$ cat src/rtl/dram_burst_bridge_if.sv
// dram_burst_bridge_if
// Memory-bus side of the DRAM burst bridge: request (ms_*) and response (sm_*)
// handshakes between the memory arbiter and the bridge.
//   ms_valid/ms_taken  request handshake, beat moves when both high
//   ms_write           1 = write burst, 0 = read burst
//   ms_address, ms_id  first-beat address and transaction ID
//   ms_data            write data, one beat per transfer
//   sm_valid/sm_taken  response handshake, held until taken
//   sm_data, sm_id     read data and its ID
//   sm_write           1 = write acknowledge
// Modports: slave = bridge view, master = arbiter view.
interface dram_burst_bridge_if #(
  parameter int DATA_W = 32,
  parameter int ID_W   = 6
);
  logic              ms_valid;
  logic              ms_taken;
  logic              ms_write;
  logic [31:0]       ms_address;
  logic [DATA_W-1:0] ms_data;
  logic [ID_W-1:0]   ms_id;
  logic              sm_valid;
  logic              sm_taken;
  logic              sm_write;
  logic [DATA_W-1:0] sm_data;
  logic [ID_W-1:0]   sm_id;

  modport slave (
    input  ms_valid, ms_write, ms_address, ms_data, ms_id, sm_taken,
    output ms_taken, sm_valid, sm_data, sm_id, sm_write
  );

  modport master (
    output ms_valid, ms_write, ms_address, ms_data, ms_id, sm_taken,
    input  ms_taken, sm_valid, sm_data, sm_id, sm_write
  );
endinterface

$ cat src/rtl/dram_burst_bridge.sv
// dram_burst_bridge
// Memory-bus slave to AXI3 master bridge for the DRAM port. Every bus request
// becomes one INCR burst of BURST_LEN beats. Read beats land in a FIFO whose
// space is reserved up front (credit check) so rready never throttles DRAM.
// Outstanding writes are counted and capped at MAX_WR_OUT.
// Ports:
//   clock, reset_n     system clock, asynchronous active-low reset
//   bus                memory-bus request/response (dram_burst_bridge_if.slave)
//   resp_err           sticky, set by any R/B response other than OKAY
//   ar*/aw*/w*/r*/b*   AXI3 master channels
// Build option: define DRAM_BRIDGE_WRITE_ACK_EN to report B responses on the
// sm port (sm_write=1) through a one-entry ack register; otherwise bready is
// always high once out of reset and sm_write is 0.
//
// state   | meaning
// IDLE    | waiting for a request that has read credit / write slot
// RD_ADDR | request taken, presenting AR until arready
// WR_ADDR | address latched, presenting AW until awready
// WR_DATA | forwarding write beats straight from ms_* to W
module dram_burst_bridge #(
  parameter int DATA_W      = 32,
  parameter int ID_W        = 6,
  parameter int BURST_LEN   = 4,
  parameter int RFIFO_DEPTH = 16,
  parameter int MAX_WR_OUT  = 4
) (
  input  logic                clock,
  input  logic                reset_n,
  dram_burst_bridge_if.slave  bus,
  output logic                resp_err,
  output logic [ID_W-1:0]     arid,
  output logic [31:0]         araddr,
  output logic [3:0]          arlen,
  output logic [2:0]          arsize,
  output logic [1:0]          arburst,
  output logic [1:0]          arlock,
  output logic [3:0]          arcache,
  output logic [2:0]          arprot,
  output logic [3:0]          arqos,
  output logic                arvalid,
  input  logic                arready,
  output logic [ID_W-1:0]     awid,
  output logic [31:0]         awaddr,
  output logic [3:0]          awlen,
  output logic [2:0]          awsize,
  output logic [1:0]          awburst,
  output logic [1:0]          awlock,
  output logic [3:0]          awcache,
  output logic [2:0]          awprot,
  output logic [3:0]          awqos,
  output logic                awvalid,
  input  logic                awready,
  output logic [ID_W-1:0]     wid,
  output logic [DATA_W-1:0]   wdata,
  output logic [DATA_W/8-1:0] wstrb,
  output logic                wlast,
  output logic                wvalid,
  input  logic                wready,
  input  logic [ID_W-1:0]     rid,
  input  logic [DATA_W-1:0]   rdata,
  input  logic [1:0]          rresp,
  input  logic                rlast,
  input  logic                rvalid,
  output logic                rready,
  input  logic [ID_W-1:0]     bid,
  input  logic [1:0]          bresp,
  input  logic                bvalid,
  output logic                bready
);
  localparam int PW = $clog2(RFIFO_DEPTH);
  localparam int CW = PW + 1;
  localparam int EW = ID_W + DATA_W;
  localparam int OW = $clog2(MAX_WR_OUT + 1);
  localparam logic [3:0]    AXLEN     = 4'(BURST_LEN - 1);
  localparam logic [2:0]    AXSIZE    = 3'($clog2(DATA_W / 8));
  localparam logic [CW-1:0] BL_CREDIT = CW'(BURST_LEN);
  localparam logic [CW-1:0] DEPTH_C   = CW'(RFIFO_DEPTH);
  localparam logic [OW-1:0] MAX_OUT   = OW'(MAX_WR_OUT);

  localparam logic [1:0] IDLE    = 2'd0;
  localparam logic [1:0] RD_ADDR = 2'd1;
  localparam logic [1:0] WR_ADDR = 2'd2;
  localparam logic [1:0] WR_DATA = 2'd3;

  logic [1:0]      state;
  logic [31:0]     addr_q;
  logic [ID_W-1:0] id_q;
  logic [3:0]      beat_q;
  logic            taken_q;
  logic            rdy_en;
  logic [CW-1:0]   rd_pending;
  logic [OW-1:0]   wr_out;
  logic            credit_ok;

  logic [EW-1:0]   fifo_mem [RFIFO_DEPTH];
  logic [PW-1:0]   wr_ptr, rd_ptr;
  logic [CW-1:0]   fifo_cnt;
  logic [EW-1:0]   fifo_head;
  logic            fifo_empty, fifo_full, fifo_push, fifo_pop;

  logic ar_hs, aw_hs, w_hs, r_hs, b_hs;

  assign ar_hs = arvalid & arready;
  assign aw_hs = awvalid & awready;
  assign w_hs  = wvalid & wready;
  assign r_hs  = rvalid & rready;
  assign b_hs  = bvalid & bready;

  // rd_pending counts beats requested but not yet popped, so a new burst is
  // only accepted when the FIFO is guaranteed room for all of its beats.
  assign credit_ok = (32'(rd_pending) + 32'(BURST_LEN)) <= 32'(RFIFO_DEPTH);

  always_ff @(posedge clock or negedge reset_n) begin
    if (!reset_n) begin
      state   <= IDLE;
      taken_q <= 1'b0;
      addr_q  <= '0;
      id_q    <= '0;
      beat_q  <= '0;
    end else begin
      taken_q <= 1'b0;
      case (state)
        IDLE: begin
          if (bus.ms_valid) begin
            if (!bus.ms_write && credit_ok) begin
              state   <= RD_ADDR;
              taken_q <= 1'b1;
              addr_q  <= bus.ms_address;
              id_q    <= bus.ms_id;
            end else if (bus.ms_write && (wr_out < MAX_OUT)) begin
              // Write beats are taken later, straight onto W.
              state  <= WR_ADDR;
              addr_q <= bus.ms_address;
              id_q   <= bus.ms_id;
            end
          end
        end
        RD_ADDR: if (arready) state <= IDLE;
        WR_ADDR: begin
          if (awready) begin
            state  <= WR_DATA;
            beat_q <= '0;
          end
        end
        WR_DATA: begin
          if (w_hs) begin
            beat_q <= beat_q + 4'd1;
            if (wlast) state <= IDLE;
          end
        end
        default: state <= IDLE;
      endcase
    end
  end

  // Keeps every ready low while reset is applied and for the first edge after.
  always_ff @(posedge clock or negedge reset_n) begin
    if (!reset_n) rdy_en <= 1'b0;
    else          rdy_en <= 1'b1;
  end

  always_ff @(posedge clock or negedge reset_n) begin
    if (!reset_n) begin
      rd_pending <= '0;
      wr_out     <= '0;
      resp_err   <= 1'b0;
    end else begin
      rd_pending <= rd_pending + (ar_hs ? BL_CREDIT : '0) - (fifo_pop ? CW'(1) : '0);
      case ({aw_hs, b_hs})
        2'b10:   wr_out <= wr_out + OW'(1);
        2'b01:   wr_out <= wr_out - OW'(1);
        default: wr_out <= wr_out;
      endcase
      if ((r_hs && rresp != 2'b00) || (b_hs && bresp != 2'b00)) resp_err <= 1'b1;
    end
  end

  assign arvalid = (state == RD_ADDR);
  assign awvalid = (state == WR_ADDR);
  assign wvalid  = (state == WR_DATA) && bus.ms_valid;
  assign wlast   = (state == WR_DATA) && (beat_q == AXLEN);
  assign wdata   = bus.ms_data;
  assign wid     = id_q;
  assign wstrb   = '1;
  assign bus.ms_taken = (state == WR_DATA) ? wready : taken_q;

  assign arid    = id_q;
  assign araddr  = addr_q;
  assign arlen   = AXLEN;
  assign arsize  = AXSIZE;
  assign arburst = 2'b01;
  assign arlock  = 2'b00;
  assign arcache = 4'b0011;
  assign arprot  = 3'b000;
  assign arqos   = 4'b0000;
  assign awid    = id_q;
  assign awaddr  = addr_q;
  assign awlen   = AXLEN;
  assign awsize  = AXSIZE;
  assign awburst = 2'b01;
  assign awlock  = 2'b00;
  assign awcache = 4'b0011;
  assign awprot  = 3'b000;
  assign awqos   = 4'b0000;

  // Read-data FIFO; pointers wrap naturally because the depth is a power of 2.
  assign fifo_empty = (fifo_cnt == '0);
  assign fifo_full  = (fifo_cnt == DEPTH_C);
  assign fifo_push  = r_hs;
  assign rready     = rdy_en & ~fifo_full;
  assign fifo_head  = fifo_mem[rd_ptr];

  always_ff @(posedge clock or negedge reset_n) begin
    if (!reset_n) begin
      wr_ptr   <= '0;
      rd_ptr   <= '0;
      fifo_cnt <= '0;
    end else begin
      if (fifo_push) wr_ptr <= wr_ptr + 1'b1;
      if (fifo_pop)  rd_ptr <= rd_ptr + 1'b1;
      fifo_cnt <= fifo_cnt + (fifo_push ? CW'(1) : '0) - (fifo_pop ? CW'(1) : '0);
    end
  end

  always_ff @(posedge clock) begin
    if (fifo_push) fifo_mem[wr_ptr] <= {rid, rdata};
  end

  // rlast carries no information beyond the beat count, which is fixed.
  logic unused_rlast;
  assign unused_rlast = rlast;

`ifdef DRAM_BRIDGE_WRITE_ACK_EN
  logic            ack_valid;
  logic [ID_W-1:0] ack_id;

  assign bready = rdy_en & ~ack_valid;

  always_ff @(posedge clock or negedge reset_n) begin
    if (!reset_n) begin
      ack_valid <= 1'b0;
      ack_id    <= '0;
    end else if (b_hs) begin
      ack_valid <= 1'b1;
      ack_id    <= bid;
    end else if (ack_valid && bus.sm_taken) begin
      ack_valid <= 1'b0;
    end
  end

  // A pending ack wins the sm port; read data waits behind it.
  assign bus.sm_valid = ack_valid | ~fifo_empty;
  assign bus.sm_write = ack_valid;
  assign bus.sm_id    = ack_valid ? ack_id : fifo_head[EW-1:DATA_W];
  assign bus.sm_data  = ack_valid ? '0 : fifo_head[DATA_W-1:0];
  assign fifo_pop     = ~ack_valid & ~fifo_empty & bus.sm_taken;
`else
  assign bready       = rdy_en;
  assign bus.sm_valid = ~fifo_empty;
  assign bus.sm_write = 1'b0;
  assign bus.sm_id    = fifo_head[EW-1:DATA_W];
  assign bus.sm_data  = fifo_head[DATA_W-1:0];
  assign fifo_pop     = ~fifo_empty & bus.sm_taken;

  logic unused_bid;
  assign unused_bid = ^bid;
`endif
endmodule
$ cat src/flat_wrapper.sv
// flat-port wrapper written by rule: the top's interface ports become plain ports
module dram_burst_bridge_flat 
#(
  parameter int DATA_W      = 32,
  parameter int ID_W        = 6,
  parameter int BURST_LEN   = 4,
  parameter int RFIFO_DEPTH = 16,
  parameter int MAX_WR_OUT  = 4
)
  (clock, reset_n, resp_err, arid, araddr, arlen, arsize, arburst, arlock, arcache, arprot, arqos, arvalid, arready, awid, awaddr, awlen, awsize, awburst, awlock, awcache, awprot, awqos, awvalid, awready, wid, wdata, wstrb, wlast, wvalid, wready, rid, rdata, rresp, rlast, rvalid, rready, bid, bresp, bvalid, bready, bus_ms_valid, bus_ms_write, bus_ms_address, bus_ms_data, bus_ms_id, bus_sm_taken, bus_ms_taken, bus_sm_valid, bus_sm_data, bus_sm_id, bus_sm_write);
  dram_burst_bridge_if #(.DATA_W(DATA_W), .ID_W(ID_W)) bus_i ();
  input  logic clock;
  input  logic reset_n;
  output logic resp_err;
  output logic [ID_W-1:0] arid;
  output logic [31:0] araddr;
  output logic [3:0] arlen;
  output logic [2:0] arsize;
  output logic [1:0] arburst;
  output logic [1:0] arlock;
  output logic [3:0] arcache;
  output logic [2:0] arprot;
  output logic [3:0] arqos;
  output logic arvalid;
  input  logic arready;
  output logic [ID_W-1:0] awid;
  output logic [31:0] awaddr;
  output logic [3:0] awlen;
  output logic [2:0] awsize;
  output logic [1:0] awburst;
  output logic [1:0] awlock;
  output logic [3:0] awcache;
  output logic [2:0] awprot;
  output logic [3:0] awqos;
  output logic awvalid;
  input  logic awready;
  output logic [ID_W-1:0] wid;
  output logic [DATA_W-1:0] wdata;
  output logic [DATA_W/8-1:0] wstrb;
  output logic wlast;
  output logic wvalid;
  input  logic wready;
  input  logic [ID_W-1:0] rid;
  input  logic [DATA_W-1:0] rdata;
  input  logic [1:0] rresp;
  input  logic rlast;
  input  logic rvalid;
  output logic rready;
  input  logic [ID_W-1:0] bid;
  input  logic [1:0] bresp;
  input  logic bvalid;
  output logic bready;
  input wire logic [$bits(bus_i.ms_valid)-1:0] bus_ms_valid;
  input wire logic [$bits(bus_i.ms_write)-1:0] bus_ms_write;
  input wire logic [$bits(bus_i.ms_address)-1:0] bus_ms_address;
  input wire logic [$bits(bus_i.ms_data)-1:0] bus_ms_data;
  input wire logic [$bits(bus_i.ms_id)-1:0] bus_ms_id;
  input wire logic [$bits(bus_i.sm_taken)-1:0] bus_sm_taken;
  output wire logic [$bits(bus_i.ms_taken)-1:0] bus_ms_taken;
  output wire logic [$bits(bus_i.sm_valid)-1:0] bus_sm_valid;
  output wire logic [$bits(bus_i.sm_data)-1:0] bus_sm_data;
  output wire logic [$bits(bus_i.sm_id)-1:0] bus_sm_id;
  output wire logic [$bits(bus_i.sm_write)-1:0] bus_sm_write;
  assign bus_i.ms_valid = bus_ms_valid;
  assign bus_i.ms_write = bus_ms_write;
  assign bus_i.ms_address = bus_ms_address;
  assign bus_i.ms_data = bus_ms_data;
  assign bus_i.ms_id = bus_ms_id;
  assign bus_i.sm_taken = bus_sm_taken;
  assign bus_ms_taken = bus_i.ms_taken;
  assign bus_sm_valid = bus_i.sm_valid;
  assign bus_sm_data = bus_i.sm_data;
  assign bus_sm_id = bus_i.sm_id;
  assign bus_sm_write = bus_i.sm_write;
  dram_burst_bridge #(.DATA_W(DATA_W), .ID_W(ID_W), .BURST_LEN(BURST_LEN), .RFIFO_DEPTH(RFIFO_DEPTH), .MAX_WR_OUT(MAX_WR_OUT)) u_core (.clock(clock), .reset_n(reset_n), .bus(bus_i), .resp_err(resp_err), .arid(arid), .araddr(araddr), .arlen(arlen), .arsize(arsize), .arburst(arburst), .arlock(arlock), .arcache(arcache), .arprot(arprot), .arqos(arqos), .arvalid(arvalid), .arready(arready), .awid(awid), .awaddr(awaddr), .awlen(awlen), .awsize(awsize), .awburst(awburst), .awlock(awlock), .awcache(awcache), .awprot(awprot), .awqos(awqos), .awvalid(awvalid), .awready(awready), .wid(wid), .wdata(wdata), .wstrb(wstrb), .wlast(wlast), .wvalid(wvalid), .wready(wready), .rid(rid), .rdata(rdata), .rresp(rresp), .rlast(rlast), .rvalid(rvalid), .rready(rready), .bid(bid), .bresp(bresp), .bvalid(bvalid), .bready(bready));
endmodule
$ cat config.mk
export PLATFORM = sky130hd
export DESIGN_NAME = dram_burst_bridge_flat
export DESIGN_NICKNAME = d
export VERILOG_FILES = /design/src/rtl/dram_burst_bridge_if.sv /design/src/rtl/dram_burst_bridge.sv /design/src/flat_wrapper.sv
export SDC_FILE = /design/constraint.sdc
export NUM_CORES = 1
export LEC_CHECK = 0
export CORE_MARGIN = 3
export CORE_UTILIZATION = 30
export DETAILED_ROUTE_END_ITERATION = 12
export PLACE_DENSITY = 0.53
export SYNTH_ARGS = -nofsm -noshare
export SYNTH_HDL_FRONTEND = slang
export SYNTH_SLANG_ARGS = --single-unit
$ cat constraint.sdc
create_clock -name clock -period 5.3 [get_ports clock]
set_clock_uncertainty 0.05 [all_clocks]
set_input_delay 1.59 -clock clock [delete_from_list [all_inputs] [get_ports clock]]
set_output_delay 1.59 -clock clock [all_outputs]
set_load 0.02 [all_outputs]
==> impl_results.md, run 1 <==
- Crit path largest cell delay: 0.73 ns
- Final hold vios: 0
- Sink Count: 676
- Synth cell types: 44
- Filler cell count: 8084
- Iteration count of the initial detailed-routing pass: 7
- Crit-path max FO: 46
- Drc violations: 0
- Hpwl dp: 33.4 mm
- Die H: 305 µm
- Routed Antenna Nets: 0
- CORE AREA: 88500 µm²
- FF-to-FF setup slack: 2.30 ns
- Die area: 93100 µm²
- CTS clk-pin slew, worst paths: 0.06 ns
- Fin area: 32500 µm²
- Post-CTS sizing: 0
- CTS tree: done
- Setup Buffers After CTS: 0
- Final period util: 0.941
- Nets@finish: 1668
- Top Ports: 339
- Crit path DAT: 3.35 ns
- GR Util All Layers: 0.131
- Initial antenna violation count: 8
- Finish-stage setup viols: 0
- Reg2reg path depth: 13
- Most frequent cells in the layout: edfxtp_1, clkdlybuf4s50_1, mux4_2, a22oi_1, clkbuf_16
- Syn Inst Count: 1317
- CTS Buf Count: 76
- Fin crit period: 4.99 ns
- Required @ worst endpoint: 3.66 ns
- Worst R2R Start: u_core.fifo_cnt[3]$_DFF_PN0_
- Buffers on Ports: 218
- Vias in the first global route: 13800
- Post-DP Area: 30000 µm²
- Syn-to-layout area delta: 20.9%
- Hold Crit Class: reg2reg
- Antenna Cells: 0
- CP Launch Point: u_core.rd_ptr[0]$_DFFE_PN0P_
- VDD IR-drop max: 0.275 mV
- TNS Setup: 0 ns
- CTS Hold Bufs: 0
- Synth warn: 0
- Clock latency on the worst-skew pair: 0.62 ns
- Syn Area/Cell: 20.4 µm²
- Sequential element share of the synthesized area: 0.743
- 1st-iter DRT viols: 841
- CP Launch Type: flip-flop
- Die span in x: 305 µm
- Main synth FF type: edfxtp_1
- Reg2reg end: u_core.fifo_cnt[4]$_DFF_PN0_
- Maximum clock frequency: 0.200 GHz
- Largest net degree at the start of global routing: 69
- Yosys reg bits: 676
- Clock Tree Buf Depth: 3
- Htree depth: 3
- Most common cell after layout, fill and taps aside: edfxtp_1
- Initial Utilization: 0.303
- Vias: 12800
- WL final: 61.3 mm
- Layout cells sized above 1: 0.220
- Syn Std Cell Area: 26800 µm²
- Routed wire per std cell: 22.4 µm
- # rows: 109
- Max-Cap Viols: 0
- Worst path slowest cell: dfrtp_4
- Slew margin rel.: 0.370
- First-pass GRT wire length: 91.1 mm
- Setup crit end: bus_sm_data[21]
- CP Capture Type: primary output
- Worst Tran Pin Value: 0.943 ns
- Gpl congestion: 0.698
- Vias/cell: 4.66
- Ys async rst share: 0.101
- Outcome: completed
- CP Class: reg2out
- Root buffer cell: clkbuf_16
- Cell area power density: 538 nW/µm²
- RSZ-0062 raised after global routing: false
- Worst-path cell chain: buf_12 -> mux4_2 -> a22oi_1 -> nand2_1 -> clkdlybuf4s50_1
- Leakage: 10.7 nW
- Slew Viols, Final: 0
- EDFF count, synth: 608
- Total congestion overflow: 0
## synth_stat cells (all sizes together), types with 3 or more instances
| master | number | share of area |
|---|---|---|
| a21o | 3 | 0.00084 |
| a21oi | 7 | 0.0016 |
| a22oi | 76 | 0.021 |
| and2 | 3 | 0.00070 |
| buf | 158 | 0.044 |
| clkbuf | 26 | 0.0036 |
| dfrtp | 68 | 0.063 |
| edfxtp | 608 | 0.68 |
| fa | 3 | 0.0022 |
| ha | 19 | 0.0089 |
| inv | 26 | 0.0036 |
| mux2 | 40 | 0.017 |
| mux4 | 152 | 0.13 |
| nand2 | 51 | 0.0071 |
| nand3 | 3 | 0.00056 |
| nand4 | 3 | 0.00070 |
| nor2 | 18 | 0.0025 |
| nor2b | 4 | 0.00093 |
| nor3 | 4 | 0.00075 |
| o21ai | 9 | 0.0017 |
| xnor2 | 10 | 0.0033 |
| xor2 | 6 | 0.0020 |
## worst min path at each step
stage / from / to / slack [ns] / cells after the start
after floorplan: u_core.wr_out[0]$_DFFE_PN0P_ / u_core.wr_out[0]$_DFFE_PN0P_ / 0.40 / 1
after global placement: u_core.wr_out[0]$_DFFE_PN0P_ / u_core.wr_out[0]$_DFFE_PN0P_ / 0.41 / 1
after detailed placement: u_core.resp_err$_DFFE_PN0P_ / u_core.resp_err$_DFFE_PN0P_ / 0.42 / 1
after CTS: u_core.resp_err$_DFFE_PN0P_ / u_core.resp_err$_DFFE_PN0P_ / 0.44 / 1
after global routing: u_core.resp_err$_DFFE_PN0P_ / u_core.resp_err$_DFFE_PN0P_ / 0.46 / 1
final: u_core.resp_err$_DFFE_PN0P_ / u_core.resp_err$_DFFE_PN0P_ / 0.44 / 1
## critical path, delay by kind of cell (launching register included)
kind	cells	cell delay, ns
AO/OA/AOI/OAI	1	0.27
AND/OR/NAND/NOR	1	0.13
multiplexers	1	0.55
flip-flops	1	0.73
buffers and inverters	2	0.99
## stage by stage
stage / utilization / worst slack, ns / cells / hold WS, ns / power [mW]
after CTS: 0.367 / 0.180 / 2742 / 0.440 / 17.8
after floorplan: - / 0.0283 / 1365 / 0.396 / 10.4
after global placement: 0.339 / 0.727 / 2604 / 0.413 / 12.6
after global routing: 0.367 / 0.0897 / 2742 / 0.459 / 18.4
final: 0.367 / 0.312 / 2742 / 0.438 / 17.5
after detailed placement: 0.339 / 0.749 / 2604 / 0.423 / 12.6
## routing by layer
metal	GRT usage	vias to the layer above	share of wire	wire length (µm)
li1	-	5522	-	-
met5	0	-	0.0011	68
met4	0.0316	10	0.018	1100
met1	0.171	6722	0.42	26000
met2	0.218	418	0.49	30200
met3	0.0358	101	0.064	3950
## cells by family after synthesis
family	count (synthesis)	synth area share
buffers and inverters	210	0.0513
and+or+nand+nor	95	0.0161
xor gates and xnor gates	16	0.00522
adders and majority gates	22	0.0111
DFF	676	0.743
AOI/OAI and AO/OA	103	0.0279
muxes	193	0.145
other	2	0.000280
## power breakdown
part	internal (mW)	switching, mW
Sequential	6.28	0.394
Clock	2.98	2.15
Combinational	2.69	2.98
## state kept, by name, indices dropped and copies added (netlist names)
name,count
u_core.resp_err,1
u_core.state,2
u_core.rd_pending,5
u_core.taken_q,1
u_core.rd_ptr,4
u_core.araddr,32
u_core.arid,6
u_core.wr_ptr,4
u_core.fifo_cnt,5
u_core.fifo_mem,608
u_core.bready,1
u_core.wr_out,3
u_core.beat_q,4
## final cells by class
type	instances	area (µm²)	share of cell area
clock buffers	93	1970	0.0606
multi-input cells	479	5830	0.180
clock inverters	45	495	0.0153
well taps	1165	1460	0.0449
repair buffers	258	2640	0.0814
flip-flops and latches	676	20000	0.615
inverters	26	97.6	0.00301
(Power assumes the default switching activity.)
==> inputs of run 2 (changes only) <==
CORE_UTILIZATION = 55   (was 30)
PLACE_DENSITY = 0.79   (was 0.53)
==> impl_results.md, run 2 (synthesis results as in run 1) <==
- Initial antenna violation count: 3 (-5)
- Most common cell after layout, fill and taps aside: edfxtp_1
- Clock Tree Buf Depth: 3 (unchanged)
- Slew margin rel.: 0.380 (+0.0104)
- Gpl congestion: 0.704 (+0.77%)
- Largest register by flop count: u_core.fifo_mem
- Finish-stage setup viols: 0 (unchanged)
- Final Non-Filler Cells: 2178 (-21%)
- TNS Setup: 0 ns (unchanged)
- Leakage: 10.6 nW (-1.2%)
- CP Launch Point: u_core.rd_ptr[1]$_DFFE_PN0P_
- Hpwl dp: 31.6 mm (-5.5%)
- First-pass GRT wire length: 85.9 mm (-5.6%)
- Fin crit period: 4.91 ns (-0.0766 ns)
- Final worst slack: 0.389 ns (+0.0766 ns)
- CP Launch Type: flip-flop
- Final period util: 0.927 (-0.0144)
- CTS Buf Count: 67 (-12%)
- RSZ-0062 raised after global routing: false
- # rows: 80 (-27%)
- 1st-iter DRT viols: 1206 (+43%)
- Cell area power density: 538 nW/µm² (about the same)
- CTS Hold Bufs: 0 (unchanged)
- Place WS: 0.727 ns (-0.0213 ns)
- Max-Cap Viols: 0 (unchanged)
- Initial Utilization: 0.560 (+0.257)
- Drc violations: 0 (unchanged)
- Die area: 51500 µm² (-45%)
- GR Util All Layers: 0.228 (+0.0971)
- Htree depth: 3 (unchanged)
- Setup Buffers After CTS: 0 (unchanged)
- Sink Count: 676 (unchanged)
- Die span in x: 227 µm (-26%)
- Buffers on Ports: 218 (unchanged)
- WL final: 58.1 mm (-5.2%)
- Top Ports: 339 (unchanged)
- Required @ worst endpoint: 3.66 ns (about the same)
- Placed insts: 2052 (-21%)
- CORE AREA: 47900 µm² (-46%)
- Largest net degree at the start of global routing: 63 (-8.7%)
- Worst R2R Start: u_core.fifo_cnt[3]$_DFF_PN0_
- Total congestion overflow: 0 (unchanged)
- Outcome: completed
- VDD IR-drop max: 0.506 mV (+84%)
- CTS tree: done
- Clock latency on the worst-skew pair: 0.58 ns (-0.04 ns)
- Vias: 13200 (+3.4%)
- CP Class: reg2out
- CTS clk-pin slew, worst paths: 0.06 ns (about the same)
- Reg2reg path depth: 7 (-6)
- CP Capture Type: primary output
- Reg2reg end: u_core.fifo_mem[4][18]$_DFFE_PP_
- Root buffer cell: clkbuf_16
- FF-to-FF setup slack: 2.39 ns (+0.09 ns)
- Syn-to-layout area delta: 17.3%
- Final hold vios: 0 (unchanged)
- Slew Viols, Final: 0 (unchanged)
- Crit-path max FO: 31 (-33%)
- Most frequent cells in the layout: edfxtp_1, clkdlybuf4s50_1, mux4_2, a22oi_1, clkbuf_16
- Max FFs per register: 608 (unchanged)
- Hold Crit Class: reg2reg
- Die H: 227 µm (-26%)
- Vias in the first global route: 13900 (+0.079%)
- Vias/cell: 6.07 (+30%)
- Crit path DAT: 3.27 ns (-0.08 ns)
- Iteration count of the initial detailed-routing pass: 5 (-2)
- Setup crit end: bus_sm_id[0]
- Worst Tran Pin Value: 0.930 ns (-0.0133 ns)
- Post-CTS sizing: 0 (unchanged)
- Layout cells sized above 1: 0.216 (-0.00401)
- Routed Antenna Nets: 0 (unchanged)
- Nets@finish: 1657 (-0.66%)
- Maximum clock frequency: 0.204 GHz (+1.6%)
- Routed wire per std cell: 26.7 µm (+19%)
==> run 2: report_power, final <==
group          switching [mW]  internal [mW]
Sequential              0.356           6.28
Combinational            2.97           2.65
Clock                    1.94           2.74
==> run 2: critical path, cell delays in order (launching register included) <==
cell and delay (ns):
dfrtp_4 0.81, buf_4 0.50, mux4_2 0.38, a22oi_1 0.18, nand2_1 0.19, clkdlybuf4s50_1 0.59
==> run 2: worst min path at each step <==
stage	slack, ns	cells past startpoint	endpoint	start
floorplan	0.40	1	u_core.wr_out[0]$_DFFE_PN0P_	u_core.wr_out[0]$_DFFE_PN0P_
global placement	0.41	1	u_core.wr_out[0]$_DFFE_PN0P_	u_core.wr_out[0]$_DFFE_PN0P_
detailed placement	0.41	1	u_core.resp_err$_DFFE_PN0P_	u_core.resp_err$_DFFE_PN0P_
CTS	0.43	1	u_core.wr_out[0]$_DFFE_PN0P_	u_core.wr_out[0]$_DFFE_PN0P_
global route	0.44	1	u_core.wr_out[0]$_DFFE_PN0P_	u_core.wr_out[0]$_DFFE_PN0P_
finish	0.42	1	u_core.resp_err$_DFFE_PN0P_	u_core.resp_err$_DFFE_PN0P_
==> run 2: layout make-up <==
type	count	area, µm²
antenna	3	7.51
clock buffer	81	1770
clock inverter	42	418
fill	3032	16500
inverter	26	97.6
multi-input combinational	479	5830
sequential	676	20000
tap	615	769
timing repair buffer	256	2630
==> run 2: metrics by stage <==
| step | hold slack (ns) | util | cell area, µm² | power, mW |
|---|---|---|---|---|
| after global routing | 0.438 | 0.657 | 31500 | 17.6 |
| after global placement | 0.410 | 0.611 | 29300 | 12.2 |
| after CTS | 0.428 | 0.657 | 31500 | 17.1 |
| after floorplan | 0.396 | - | 27000 | 10.4 |
| final | 0.422 | 0.657 | 31500 | 16.9 |
| after detailed placement | 0.409 | 0.611 | 29300 | 12.4 |
==> run 2: layer usage <==
metal,vias to the layer above,GRT usage,part of all wire
li1,5507,-,-
met1,6856,0.305,0.37
met2,710,0.376,0.51
met3,138,0.0471,0.080
met4,2,0.0881,0.032
met5,-,0,0.00029
